$ cat src/rtl/writeback.sv
// Commit stage downstream of execute: drives the register-file write port and
// next-PC, and queues OUT bytes toward the UART, stalling when that queue is full.

module writeback #(
    parameter int FIFO_DEPTH = 16,
    parameter int FIFO_AW    = 4
) (
    input  logic                 clk,
    input  logic                 rstn,
    input  logic                 enable,
    input  logic [3:0]           wselector,
    input  logic [31:0]          data,
    input  logic [4:0]           rd_in,
    input  logic [31:0]          pc_in,
    input  logic [31:0]          pc_target,
    output logic                 done,
    output logic [31:0]          pc_next,
    output logic                 reg_we,
    output logic [4:0]           reg_waddr,
    output logic [31:0]          reg_wdata,
    output logic [7:0]           tx_data,
    output logic                 tx_valid,
    input  logic                 tx_ready,
    output logic [FIFO_AW:0]     fifo_count,
    output logic                 stall
);

    typedef enum logic [0:0] {
        ST_IDLE  = 1'b0,
        ST_STALL = 1'b1
    } state_t;

    localparam logic [FIFO_AW-1:0] PTR_ONE = {{(FIFO_AW-1){1'b0}}, 1'b1};
    localparam logic [FIFO_AW:0]   CNT_ONE = {{FIFO_AW{1'b0}}, 1'b1};
    localparam logic [FIFO_AW:0]   CNT_ZERO = {(FIFO_AW+1){1'b0}};

    state_t state_r;
    state_t state_s;

    // operands captured when an OUT commit has to wait for FIFO space
    logic [3:0]  lat_wsel_r;
    logic [31:0] lat_data_r;
    logic [4:0]  lat_rd_r;
    logic [31:0] lat_pc_r;
    logic [31:0] lat_tgt_r;

    logic [3:0]  cur_wsel_s;
    logic [31:0] cur_data_s;
    logic [4:0]  cur_rd_s;
    logic [31:0] cur_pc_s;
    logic [31:0] cur_tgt_s;
    logic        cur_valid_s;

    logic        pop_s;
    logic        full_s;
    logic        allow_s;
    logic        commit_s;
    logic        push_s;
    logic        latch_s;
    logic        tx_valid_s;

    logic [7:0]          mem_r [FIFO_DEPTH];
    logic [FIFO_AW-1:0]  wr_ptr_r;
    logic [FIFO_AW-1:0]  rd_ptr_r;
    logic [FIFO_AW:0]    count_r;

    logic        done_r;
    logic [31:0] pc_next_r;
    logic        reg_we_r;
    logic [4:0]  reg_waddr_r;
    logic [31:0] reg_wdata_r;
    logic        stall_r;

    // FIFO status; occupancy equals FIFO_DEPTH exactly when the top count bit is set
    always_comb begin
        tx_valid_s = (count_r != CNT_ZERO);
        full_s     = count_r[FIFO_AW];
        pop_s      = tx_valid_s && tx_ready;
    end

    // operand source select, allow rule and next-state decision
    always_comb begin
        cur_wsel_s  = wselector;
        cur_data_s  = data;
        cur_rd_s    = rd_in;
        cur_pc_s    = pc_in;
        cur_tgt_s   = pc_target;
        cur_valid_s = 1'b0;
        state_s     = state_r;
        case (state_r)
            ST_IDLE: begin
                cur_valid_s = enable;
            end
            ST_STALL: begin
                cur_wsel_s  = lat_wsel_r;
                cur_data_s  = lat_data_r;
                cur_rd_s    = lat_rd_r;
                cur_pc_s    = lat_pc_r;
                cur_tgt_s   = lat_tgt_r;
                cur_valid_s = 1'b1;
            end
            default: begin
                cur_valid_s = 1'b0;
            end
        endcase

        // a same-edge pop frees the slot the push needs
        allow_s  = !cur_wsel_s[3] || !full_s || pop_s;
        commit_s = cur_valid_s && allow_s;
        push_s   = commit_s && cur_wsel_s[3];
        latch_s  = (state_r == ST_IDLE) && enable && !allow_s;

        if (latch_s) begin
            state_s = ST_STALL;
        end else if ((state_r == ST_STALL) && allow_s) begin
            state_s = ST_IDLE;
        end else begin
            state_s = state_r;
        end
    end

    // FSM state register
    always_ff @(posedge clk or negedge rstn) begin
        if (!rstn) begin
            state_r <= ST_IDLE;
        end else begin
            state_r <= state_s;
        end
    end

    // capture the stalled instruction's operands
    always_ff @(posedge clk or negedge rstn) begin
        if (!rstn) begin
            lat_wsel_r <= 4'd0;
            lat_data_r <= 32'd0;
            lat_rd_r   <= 5'd0;
            lat_pc_r   <= 32'd0;
            lat_tgt_r  <= 32'd0;
        end else if (latch_s) begin
            lat_wsel_r <= wselector;
            lat_data_r <= data;
            lat_rd_r   <= rd_in;
            lat_pc_r   <= pc_in;
            lat_tgt_r  <= pc_target;
        end else begin
            lat_wsel_r <= lat_wsel_r;
            lat_data_r <= lat_data_r;
            lat_rd_r   <= lat_rd_r;
            lat_pc_r   <= lat_pc_r;
            lat_tgt_r  <= lat_tgt_r;
        end
    end

    // commit outputs: pulses drop when idle, address/data/PC hold their last value
    always_ff @(posedge clk or negedge rstn) begin
        if (!rstn) begin
            done_r      <= 1'b0;
            pc_next_r   <= 32'd0;
            reg_we_r    <= 1'b0;
            reg_waddr_r <= 5'd0;
            reg_wdata_r <= 32'd0;
            stall_r     <= 1'b0;
        end else begin
            stall_r <= (state_s == ST_STALL);
            if (commit_s) begin
                done_r      <= 1'b1;
                pc_next_r   <= cur_wsel_s[2] ? cur_tgt_s : (cur_pc_s + 32'd4);
                reg_we_r    <= cur_wsel_s[1] && (cur_rd_s != 5'd0);
                reg_waddr_r <= cur_rd_s;
                reg_wdata_r <= cur_data_s;
            end else begin
                done_r      <= 1'b0;
                reg_we_r    <= 1'b0;
            end
        end
    end

    // OUT byte storage; no reset needed since entries are only read when valid
    always_ff @(posedge clk) begin
        if (push_s) begin
            mem_r[wr_ptr_r] <= cur_data_s[7:0];
        end
    end

    // FIFO pointers and occupancy; pointers wrap naturally at the power-of-two depth
    always_ff @(posedge clk or negedge rstn) begin
        if (!rstn) begin
            wr_ptr_r <= {FIFO_AW{1'b0}};
            rd_ptr_r <= {FIFO_AW{1'b0}};
            count_r  <= CNT_ZERO;
        end else begin
            if (push_s) begin
                wr_ptr_r <= wr_ptr_r + PTR_ONE;
            end else begin
                wr_ptr_r <= wr_ptr_r;
            end
            if (pop_s) begin
                rd_ptr_r <= rd_ptr_r + PTR_ONE;
            end else begin
                rd_ptr_r <= rd_ptr_r;
            end
            case ({push_s, pop_s})
                2'b10:   count_r <= count_r + CNT_ONE;
                2'b01:   count_r <= count_r - CNT_ONE;
                default: count_r <= count_r;
            endcase
        end
    end

    assign done       = done_r;
    assign pc_next    = pc_next_r;
    assign reg_we     = reg_we_r;
    assign reg_waddr  = reg_waddr_r;
    assign reg_wdata  = reg_wdata_r;
    assign stall      = stall_r;
    assign tx_valid   = tx_valid_s;
    assign tx_data    = mem_r[rd_ptr_r];
    assign fifo_count = count_r;

    writeback_chk u_chk (
        .clk      (clk),
        .rstn     (rstn),
        .enable   (enable),
        .in_stall (stall_r)
    );

endmodule

// Protocol checker: execute must not offer a new result while commit is stalled.
module writeback_chk (
    input logic clk,
    input logic rstn,
    input logic enable,
    input logic in_stall
);

    a_no_enable_in_stall: assert property (
        @(posedge clk) disable iff (!rstn) !(enable && in_stall)
    ) else $error("enable asserted while writeback is stalled");

endmodule

$ cat config.mk
export PLATFORM = sky130hd
export DESIGN_NAME = writeback
export DESIGN_NICKNAME = d
export VERILOG_FILES = /design/src/rtl/writeback.sv
export SDC_FILE = /design/constraint.sdc
export NUM_CORES = 1
export LEC_CHECK = 0
export BUFFER_PORTS_ARGS = -buffer_cell sky130_fd_sc_hd__buf_4
export CAP_MARGIN = 20
export CORE_MARGIN = 5
export CORE_UTILIZATION = 45
export CTS_CLUSTER_DIAMETER = 150
export DETAILED_ROUTE_END_ITERATION = 7
export SETUP_SLACK_MARGIN = 0.02
export SYNTH_ARGS = -nofsm -noshare
export SYNTH_HDL_FRONTEND = slang
export SYNTH_SLANG_ARGS = --single-unit
$ cat constraint.sdc
create_clock -name clk -period 7.5 [get_ports clk]
set_input_delay 0.375 -clock clk [delete_from_list [all_inputs] [get_ports clk]]
set_output_delay 0.375 -clock clk [all_outputs]
set_load 0.02 [all_outputs]
==> impl_metrics.tcl <==
set metrics [dict create \
    gr-usage-all-layers 0.1923 \
    use_met3 0.05938 \
    ir_worst_vdd_v 0.0002014 \
    start_util 0.4542 \
    synth_nets 1141 \
    setup_tns_ns 0 \
    syn_area_per_cell_um2 13.96 \
    num_vias 9000 \
    grt_start_max_net_pins 101 \
    yosysTopAreaCell "dfrtp_1" \
    drc 0 \
    synth_edf_count 128 \
    drtIter0Drc 441 \
    end_kind "register" \
    arrival_ns 4.32 \
    finClkSkew_ns 0.02245 \
    drive_above_1_share 0.3600 \
    syn_inst 1021 \
    top_usage_layer "met2" \
    status "finished clean" \
    crit_required_ns 7.96 \
    drt-pass1-iter-count 5 \
    rsz0062_at_grt "no" \
    htree_levels 2 \
    ys_seq_elements 317 \
    post_drt_wl_per_cell_um 20.54 \
    grt_pass1_vias 9503 \
    yosysUniqueCellTypes 63 \
    async_reset_ff_frac 0.5962 \
    synth_warnings 0 \
    yosysSeqAreaShare 0.6013 \
    worstPathMaxFanout 45 \
    vias_per_cell 5.481 \
    dieWidth_um 188.0 \
    max_cap_violations 0 \
    die_area_mm2 0.03534 \
    postCtsSetupBuffers 0 \
    coreArea_mm2 0.03139 \
    setup_viol 0 \
    antenna_found_initial 4 \
    nets 1327 \
    path_class "register to register" \
    dieHeight_um 188.0 \
    wirelength_um 33720 \
    grt-ovfl-total 0 \
    yosysMostFrequentCell "dfrtp_1" \
    cts_max_path_buffers 3 \
    rows 65 \
    grt_pass1_wl_um 54340 \
    postLayoutCoreUtil 0.5522 \
    synth_area_leaders "dfrtp_1 (33%), edfxtp_1 (27%), mux2_2 (9.6%), mux4_2 (6.8%), mux2i_1 (4.4%)" \
    met1_usage 0.2588 \
    max_freq_mhz 259.0 \
    cts-root-buf "clkbuf_16" \
    cellPowerDensity_mw_per_mm2 361.0 \
    ant_nets 0 \
    portBuffers 193 \
    clk_pin_slew_ns 0.06 \
    synth_top_cell_area_share 0.3317 \
    maxSlewViolCount 0 \
    pin_count 195 \
    synth_flop_cell "dfrtp_1" \
    hold_class "input port to register" \
    worst_setup_path_start_kind "register" \
    cts_sinks 317 \
    synthToLayoutAreaGrowth_pct 21.59 \
    cts_tree "yes" \
    cts-buffers-inserted 37 \
    worst_pin_slew_ns 0.9990 \
    fin_crit_sh 0.5148 \
    clock_latency_ns 0.54 \
    synth_common_cells "dfrtp_1 (189), edfxtp_1 (128), mux2_2 (122)" \
    gp_congestion 0.8245 \
    fin_crit_ns 3.861 \
    dp_hpwl_um 22590 \
    slew_headroom 0.3340 \
    grtUsageMet2 0.3014 \
    hold_viol 0 \
    netlist_area_mm2 0.01426 \
    leakage_nw 6.844 \
]
-- critical path, stage by stage (launching register included) --
cell,delay [ns]
dfrtp_4,0.91
buf_4,0.63
mux2_2,0.43
ha_1,0.25
and4b_1,0.23
o2bb2a_1,0.41
nand3_1,0.34
nor3b_1,0.36
o22a_1,0.19
-- layout by cell type (no fill, tap or decap), types with 4 or more instances in the layout --
master     netlist  layout
nand4_1         15      15
nand2_1        101     101
clkbuf_1        27       4
diode_2          0       4
mux2_2         122     122
nor2b_1          4       4
clkbuf_8         0       4
o22ai_1         12      11
o211ai_1         5       5
o21ai_0         56      56
xnor2_1         21      21
nor3_1          19      19
inv_1            4       4
bufinv_16        0       5
mux2i_1         63      63
clkinv_1         1       6
dfrtp_1        189     186
a21oi_1         25      25
buf_4            3     206
edfxtp_1       128     128
a22oi_1          5       5
clkinv_2         0       8
clkbuf_16        0      37
nand3_1         22      22
nand2b_1         6       6
nand3b_1         6       6
nor4_1           4       4
nor2_1          36      35
mux4_2          43      43
xor2_1           5       5
ha_1            10      10
-- flip-flops by register name, indices dropped and copies added, names as in the netlist --
| name | cells |
|---|---|
| mem_r | 128 |
| lat_data_r | 32 |
| lat_pc_r | 32 |
| lat_tgt_r | 32 |
| pc_next | 32 |
| reg_wdata | 32 |
| fifo_count | 5 |
| lat_rd_r | 5 |
| reg_waddr | 5 |
| rd_ptr_r | 4 |
| wr_ptr_r | 4 |
| lat_wsel_r | 3 |
| done | 1 |
| reg_we | 1 |
| stall | 1 |
-- metal layers --
metal,up-vias,wire (um),share of wire
met5,-,0,0
met4,0,696,0.021
met3,41,2394,0.071
met2,210,15730,0.47
met1,4515,14900,0.44
li1,4234,-,-
-- final timing paths --
check / end / cells past startpoint / slack [ns] / from
worst min-delay path: lat_data_r[5]$_DFFE_PN0P_ / 2 / 0.08 / data[5]
worst min register to register: reg_wdata[2]$_DFFE_PN0P_ / 2 / 0.47 / reg_wdata[2]$_DFFE_PN0P_
min in group asynchronous: lat_pc_r[15]$_DFFE_PN0P_ / 2 / 0.48 / rstn
worst max register to register: pc_next[14]$_DFFE_PN0P_ / 8 / 3.64 / stall$_DFFE_PN0P_
worst max-delay path: pc_next[14]$_DFFE_PN0P_ / 8 / 3.64 / stall$_DFFE_PN0P_
max in group asynchronous: stall$_DFFE_PN0P_ / 3 / 5.59 / rstn
-- cells by family after synthesis --
kind of cell | share of synthesized area
buf+inv | 0.02159
simple gates | 0.08284
flops | 0.6013
mux | 0.2085
fa+ha+maj | 0.01018
xor+xnor | 0.01597
compound gates | 0.05959
-- what timing repair did --
| action | 4_1_cts | 5_1_grt |
|---|---|---|
| hold buffers | 1 | 0 |
| resized for setup | 0 | 0 |
| hold endpoints to repair | 81 | 0 |
-- layout make-up --
class                   instances  area (um^2)
inverters                       5        18.77
well taps                     402        503.0
diodes                          4        10.01
clock inverters                24        274.0
fillers                      2654        14060
repair buffers                208         1570
multi-input cells             638         5398
clock buffers                  44        982.2
flip-flops and latches        317         8579
-- per-stage QoR --
step	hold WS (ns)	std cells	area [um^2]	setup WS, ns	power [W]
global route	0.06472	1642	17340	3.298	0.006628
global placement	0.4598	1569	16060	3.651	0.004434
CTS	0.05456	1638	17330	3.572	0.006348
floorplan	0.07941	1021	14260	4.144	0.003813
finish	0.08097	1642	17340	3.639	0.006258
detailed placement	0.4653	1569	16060	3.590	0.004485
-- where the power goes --
group | internal, W | switching [W] | leakage, nW
clock network | 0.00112 | 0.000720 | 0.615
registers | 0.00229 | 0.000369 | 3.43
logic | 0.000911 | 0.000851 | 2.80
total | 0.00432 | 0.00194 | 6.84
(Power assumes the default switching activity.)
